`src/rtl/lfsr_gen.sv`:
```
// Dual-mode (Fibonacci/Galois) LFSR with IDLE/RUN/LOCK control.
// Optional period measurement is built when LFSR_GEN_PERIOD_CNT_EN is defined.
module lfsr_gen #(
  parameter int               WIDTH      = 8,
  parameter logic [WIDTH-1:0] FTAPS      = WIDTH'(8'hB8),
  parameter logic [WIDTH-1:0] GTAPS      = WIDTH'(8'h1D),
  parameter logic [WIDTH-1:0] RESET_SEED = WIDTH'(1'b1)
) (
  input  logic             clk,
  input  logic             reset,
  input  logic [WIDTH-1:0] seed,
  input  logic             load,
  input  logic             en,
  input  logic             mode,
  output logic [WIDTH-1:0] w,
  output logic             valid,
  output logic             lockup,
  output logic             wrap,
  output logic [WIDTH-1:0] period
);

  typedef enum logic [1:0] {
    IDLE = 2'd0,
    RUN  = 2'd1,
    LOCK = 2'd2
  } state_t;

  state_t           state_r;
  state_t           state_s;
  logic [WIDTH-1:0] w_r;
  logic [WIDTH-1:0] w_s;
  logic [WIDTH-1:0] stepped_s;
  logic             valid_r;
  logic             lockup_r;

  function automatic logic parity(input logic [WIDTH-1:0] v);
    return ^v;
  endfunction

  function automatic logic [WIDTH-1:0] fib_step(input logic [WIDTH-1:0] v);
    return {v[WIDTH-2:0], parity(v & FTAPS)};
  endfunction

  function automatic logic [WIDTH-1:0] gal_step(input logic [WIDTH-1:0] v);
    return {v[WIDTH-2:0], 1'b0} ^ (v[WIDTH-1] ? GTAPS : {WIDTH{1'b0}});
  endfunction

  // Next-state and next-value selection; load has priority over stepping.
  always_comb begin
    state_s   = state_r;
    w_s       = w_r;
    stepped_s = mode ? gal_step(w_r) : fib_step(w_r);
    if (load) begin
      w_s     = seed;
      state_s = (seed != {WIDTH{1'b0}}) ? RUN : LOCK;
    end else begin
      case (state_r)
        IDLE: begin
          state_s = IDLE;
        end
        RUN: begin
          if (en) begin
            w_s     = stepped_s;
            state_s = (stepped_s == {WIDTH{1'b0}}) ? LOCK : RUN;
          end else begin
            state_s = RUN;
          end
        end
        LOCK: begin
          w_s     = {WIDTH{1'b0}};
          state_s = LOCK;
        end
        default: begin
          w_s     = RESET_SEED;
          state_s = IDLE;
        end
      endcase
    end
  end

  // State, value and status flags; flags track the next state so they align with state_r.
  always_ff @(posedge clk or posedge reset) begin
    if (reset) begin
      state_r  <= IDLE;
      w_r      <= RESET_SEED;
      valid_r  <= 1'b0;
      lockup_r <= 1'b0;
    end else begin
      state_r  <= state_s;
      w_r      <= w_s;
      valid_r  <= (state_s == RUN);
      lockup_r <= (state_s == LOCK);
    end
  end

  assign w      = w_r;
  assign valid  = valid_r;
  assign lockup = lockup_r;

`ifdef LFSR_GEN_PERIOD_CNT_EN
  logic [WIDTH-1:0] cnt_r;
  logic [WIDTH-1:0] seed_last_r;
  logic [WIDTH-1:0] period_r;
  logic             wrap_r;
  logic             step_s;

  assign step_s = !load && en && (state_r == RUN);

  // Period measurement: a step landing back on the loaded seed closes one period.
  always_ff @(posedge clk or posedge reset) begin
    if (reset) begin
      cnt_r       <= {WIDTH{1'b0}};
      seed_last_r <= RESET_SEED;
      period_r    <= {WIDTH{1'b0}};
      wrap_r      <= 1'b0;
    end else begin
      wrap_r <= 1'b0;
      if (load) begin
        cnt_r       <= {WIDTH{1'b0}};
        seed_last_r <= seed;
      end else if (step_s) begin
        if (w_s == seed_last_r) begin
          wrap_r   <= 1'b1;
          period_r <= cnt_r + {{(WIDTH-1){1'b0}}, 1'b1};
          cnt_r    <= {WIDTH{1'b0}};
        end else begin
          cnt_r <= cnt_r + {{(WIDTH-1){1'b0}}, 1'b1};
        end
      end else begin
        cnt_r <= cnt_r;
      end
    end
  end

  assign wrap   = wrap_r;
  assign period = period_r;
`else
  assign wrap   = 1'b0;
  assign period = {WIDTH{1'b0}};
`endif

endmodule

```
`config.mk`:
```
export PLATFORM = sky130hd
export DESIGN_NAME = lfsr_gen
export DESIGN_NICKNAME = d
export VERILOG_FILES = /design/src/rtl/lfsr_gen.sv
export SDC_FILE = /design/constraint.sdc
export NUM_CORES = 1
export LEC_CHECK = 0
export ABC_AREA = 1
export CORE_UTILIZATION = 47
export DETAILED_ROUTE_END_ITERATION = 8
export PLACE_DENSITY = 0.95
export SETUP_SLACK_MARGIN = 0.4
export SYNTH_ARGS = -nofsm -noshare
export SYNTH_HDL_FRONTEND = slang
export SYNTH_SLANG_ARGS = --single-unit
```
`constraint.sdc`:
```
create_clock -name clk -period 2.8 [get_ports clk]
set_input_delay 0.28 -clock clk [delete_from_list [all_inputs] [get_ports clk]]
set_output_delay 0.28 -clock clk [all_outputs]
set_load 0.01 [all_outputs]
```
==> impl_metrics.tcl <==
set metrics [dict create \
    status "completed" \
    ctsRootBufferMaster "clkbuf_4" \
    grt.overflow.total 0 \
    dp_slack_ns 0.8995 \
    vias 845 \
    critPathMaxFanout 12 \
    drive_gt1_share_pct 15.11 \
    grt_pass1_vias 800 \
    setup_tns_ns 0 \
    synth_area_um2 879.6 \
    drv_slew 0 \
    ant_nets 0 \
    synth_cells 116 \
    ctsResizeCount 0 \
    finalHoldViolations 0 \
    yosys.area.top_type "dfrtp_1" \
    reg2regPathDepth 7 \
    avgSynthCellArea_um2 7.583 \
    dr.pass1.iters 4 \
    grt_max_degree 13 \
    grtUsageTotal_pct 22.78 \
    hold_path_class "primary input to async pin" \
    cts_tree "done" \
    path_class "flip-flop to flip-flop" \
    antennaDiodeCount 0 \
    synth_cell_type_count 27 \
    clock_sinks 12 \
    ys_seq_area_share_pct 34.28 \
    path_cells "inv_1 > ha_1 > inv_1 > o21bai_2 > nand2_1 > a32oi_1 > o21ai_1" \
    worst_ir_drop_vdd_mv 0.4128 \
    layout.cells.non_filler 164 \
    setup_ws_ns 1.089 \
    worst_setup_path_start_kind "flip-flop" \
    switching_share_pct 33.21 \
    r2r_start "state_r[1]" \
    slowest_delay_ns 0.38 \
    cap_violations 0 \
    post_drt_wl_per_cell_um 12.23 \
    yosys_most_used_dff "dfrtp_1" \
    cp_slowest_cell "dfrtp_1" \
    power_frac_comb_pct 33.0 \
    p_sw_mw 0.1737 \
    p_leak_nw 0.5545 \
    skew_ns 0.006646 \
    worstSetupEndpointType "flip-flop" \
    place_congestion 0.9181 \
    synth_area_leaders "dfrtp_1, nand2_1, buf_4, inv_1, nand3_2" \
    finalWirelength_mm 2.006 \
    crit_start "state_r[1]" \
    crit_arrival_ns 1.87 \
    via_per_inst 5.152 \
    num_io_pins 32 \
    sequentialPowerShare_pct 40.5 \
    port-buffer-count 22 \
    utilization_pct 64.16 \
    cts_buffers 3 \
    clkPwrFrac_pct 26.5 \
    required_ns 2.96 \
    drc 0 \
    ys_seq_elements 12 \
    ff2ff_setup_slack_ns 1.09 \
    synth_top_area_share_pct 31.29 \
    dp.cells 160 \
    clk_pin_slew_ns 0.08 \
    path_common_cell "inv_1" \
    nNetsFinal 156 \
    fin_area_um2 1120 \
    area_growth_pct 27.31 \
    setup_viol 0 \
    antenna_found_initial 0 \
    postCtsHoldBufs 0 \
    rows 15 \
    clock.fmax_ghz 0.5845 \
    die-area_um2 2048 \
    min_period_over_period_pct 61.11 \
    rsz0062_at_grt "false" \
    period_minus_slack_ns 1.711 \
    postCtsSetupRepairBufs 0 \
    p_int_mw 0.3494 \
    start_util_pct 50.39 \
    ys_async_sr_fraction_pct 100.0 \
    h-tree-depth 1 \
    yosysWarnings 0 \
    fp.dieW_um 45.26 \
    die_h_um 45.26 \
    first_iter_violations 19 \
    cts.path.max_buffers 2 \
    design.core.area_um2 1745 \
    grt_pass1_wl_mm 3.360 \
    synth_edf_count 0 \
    p_per_area_nw_per_um2 467.2 \
    clk-insertion-delay-late_ns 0.28 \
    crit_end "w[7]" \
    dp_hpwl_mm 1.648 \
    place_area_um2 1084 \
    timing.rr.end "w[7]" \
]
[cell type report]
cell class / instances / area (um2)
clock buffers: 4 / 36.28
multi-input cells: 81 / 452.9
repair buffers: 22 / 220.2
well taps: 25 / 31.28
inverters: 20 / 77.57
flip-flops and latches: 12 / 301.5
fillers: 161 / 625.6
[logic make-up (layout without fill, tap and decap cells)]
| family | count (synthesis) | after routing | synth area share (%) |
|---|---|---|---|
| AO/OA/AOI/OAI | 21 | 21 | 15.93 |
| XOR/XNOR | 1 | 1 | 0.9959 |
| adder cells (fa/ha/maj) | 3 | 3 | 4.268 |
| buffers and inverters | 31 | 46 | 17.64 |
| flip-flops | 12 | 12 | 34.28 |
| other | 1 | 9 | 0.4263 |
| AND/OR/NAND/NOR | 47 | 47 | 26.46 |
[metrics by stage]
step	hold WS [ns]	power [mW]
after floorplan	0.1440	0.3183
after detailed placement	0.5282	0.3861
final	0.2923	0.5231
after CTS	0.3100	0.5238
after global routing	0.3659	0.5489
after global placement	0.5262	0.3782
[flip-flops by register name (all words and copies together) (netlist names)]
| signal | cells |
|---|---|
| w | 8 |
| state_r | 2 |
| lockup | 1 |
| valid | 1 |
[power by group through the flow]
stage	sequential, mW	clock [mW]	combinational [mW]
2_1_floorplan	0.220	0	0.0985
3_3_place_gp	0.214	0	0.164
3_5_place_dp	0.215	0	0.171
4_1_cts	0.212	0.140	0.172
5_1_grt	0.215	0.145	0.189
6_report	0.212	0.139	0.173
[cells in the mapped netlist (3+ instances only)]
library cell / n
nand2_1: 21
inv_1: 18
dfrtp_1: 11
buf_4: 9
nor2_1: 8
nand2_2: 6
a21oi_1: 5
nand3_2: 4
o21ai_1: 4
a32oi_1: 3
ha_1: 3
nor4_1: 3
[layout by cell type (no fill, tap or decap), types with 2 or more instances in the layout]
cell type and instances:
a32oi_1 3, o21ai_1 4, nand3_2 4, a22oi_1 2, inv_1 18, dfrtp_1 11, a21oi_1 5, clkdlybuf4s50_1 22
nor4_1 3, nand3_1 2, ha_1 3, clkbuf_4 3, nand2_1 21, nor2_2 2, conb_1 9, o221ai_1 2
nand2_2 6, o21ai_0 2, nor2_1 8
[worst max-delay path, delay by kind of cell (launching register included)]
kind	cells	cell delay (ns)
adder cells (fa/ha/maj)	1	0.25
buffers and inverters	2	0.15
AO/OA/AOI/OAI	3	0.57
flip-flops	1	0.38
AND/OR/NAND/NOR	1	0.25
[per-layer routing]
metal | vias up | global-route usage, % | part of all wire, %
met3 | 4 | 6.800 | 7.0
met5 | - | 0 | 0
met2 | 38 | 42.90 | 53
li1 | 406 | - | -
met4 | 0 | 3.030 | 1.1
met1 | 397 | 25.56 | 38
[worst min-delay path by stage]
| stage | to | start | slack (ns) |
|---|---|---|---|
| after floorplan | lockup | reset | 0.14 |
| after global placement | w[0] | w[0] | 0.53 |
| after detailed placement | w[0] | w[0] | 0.53 |
| after CTS | w[6] | reset | 0.31 |
| after global routing | w[6] | reset | 0.37 |
| final | w[1] | reset | 0.29 |
(Power assumes the default switching activity.)
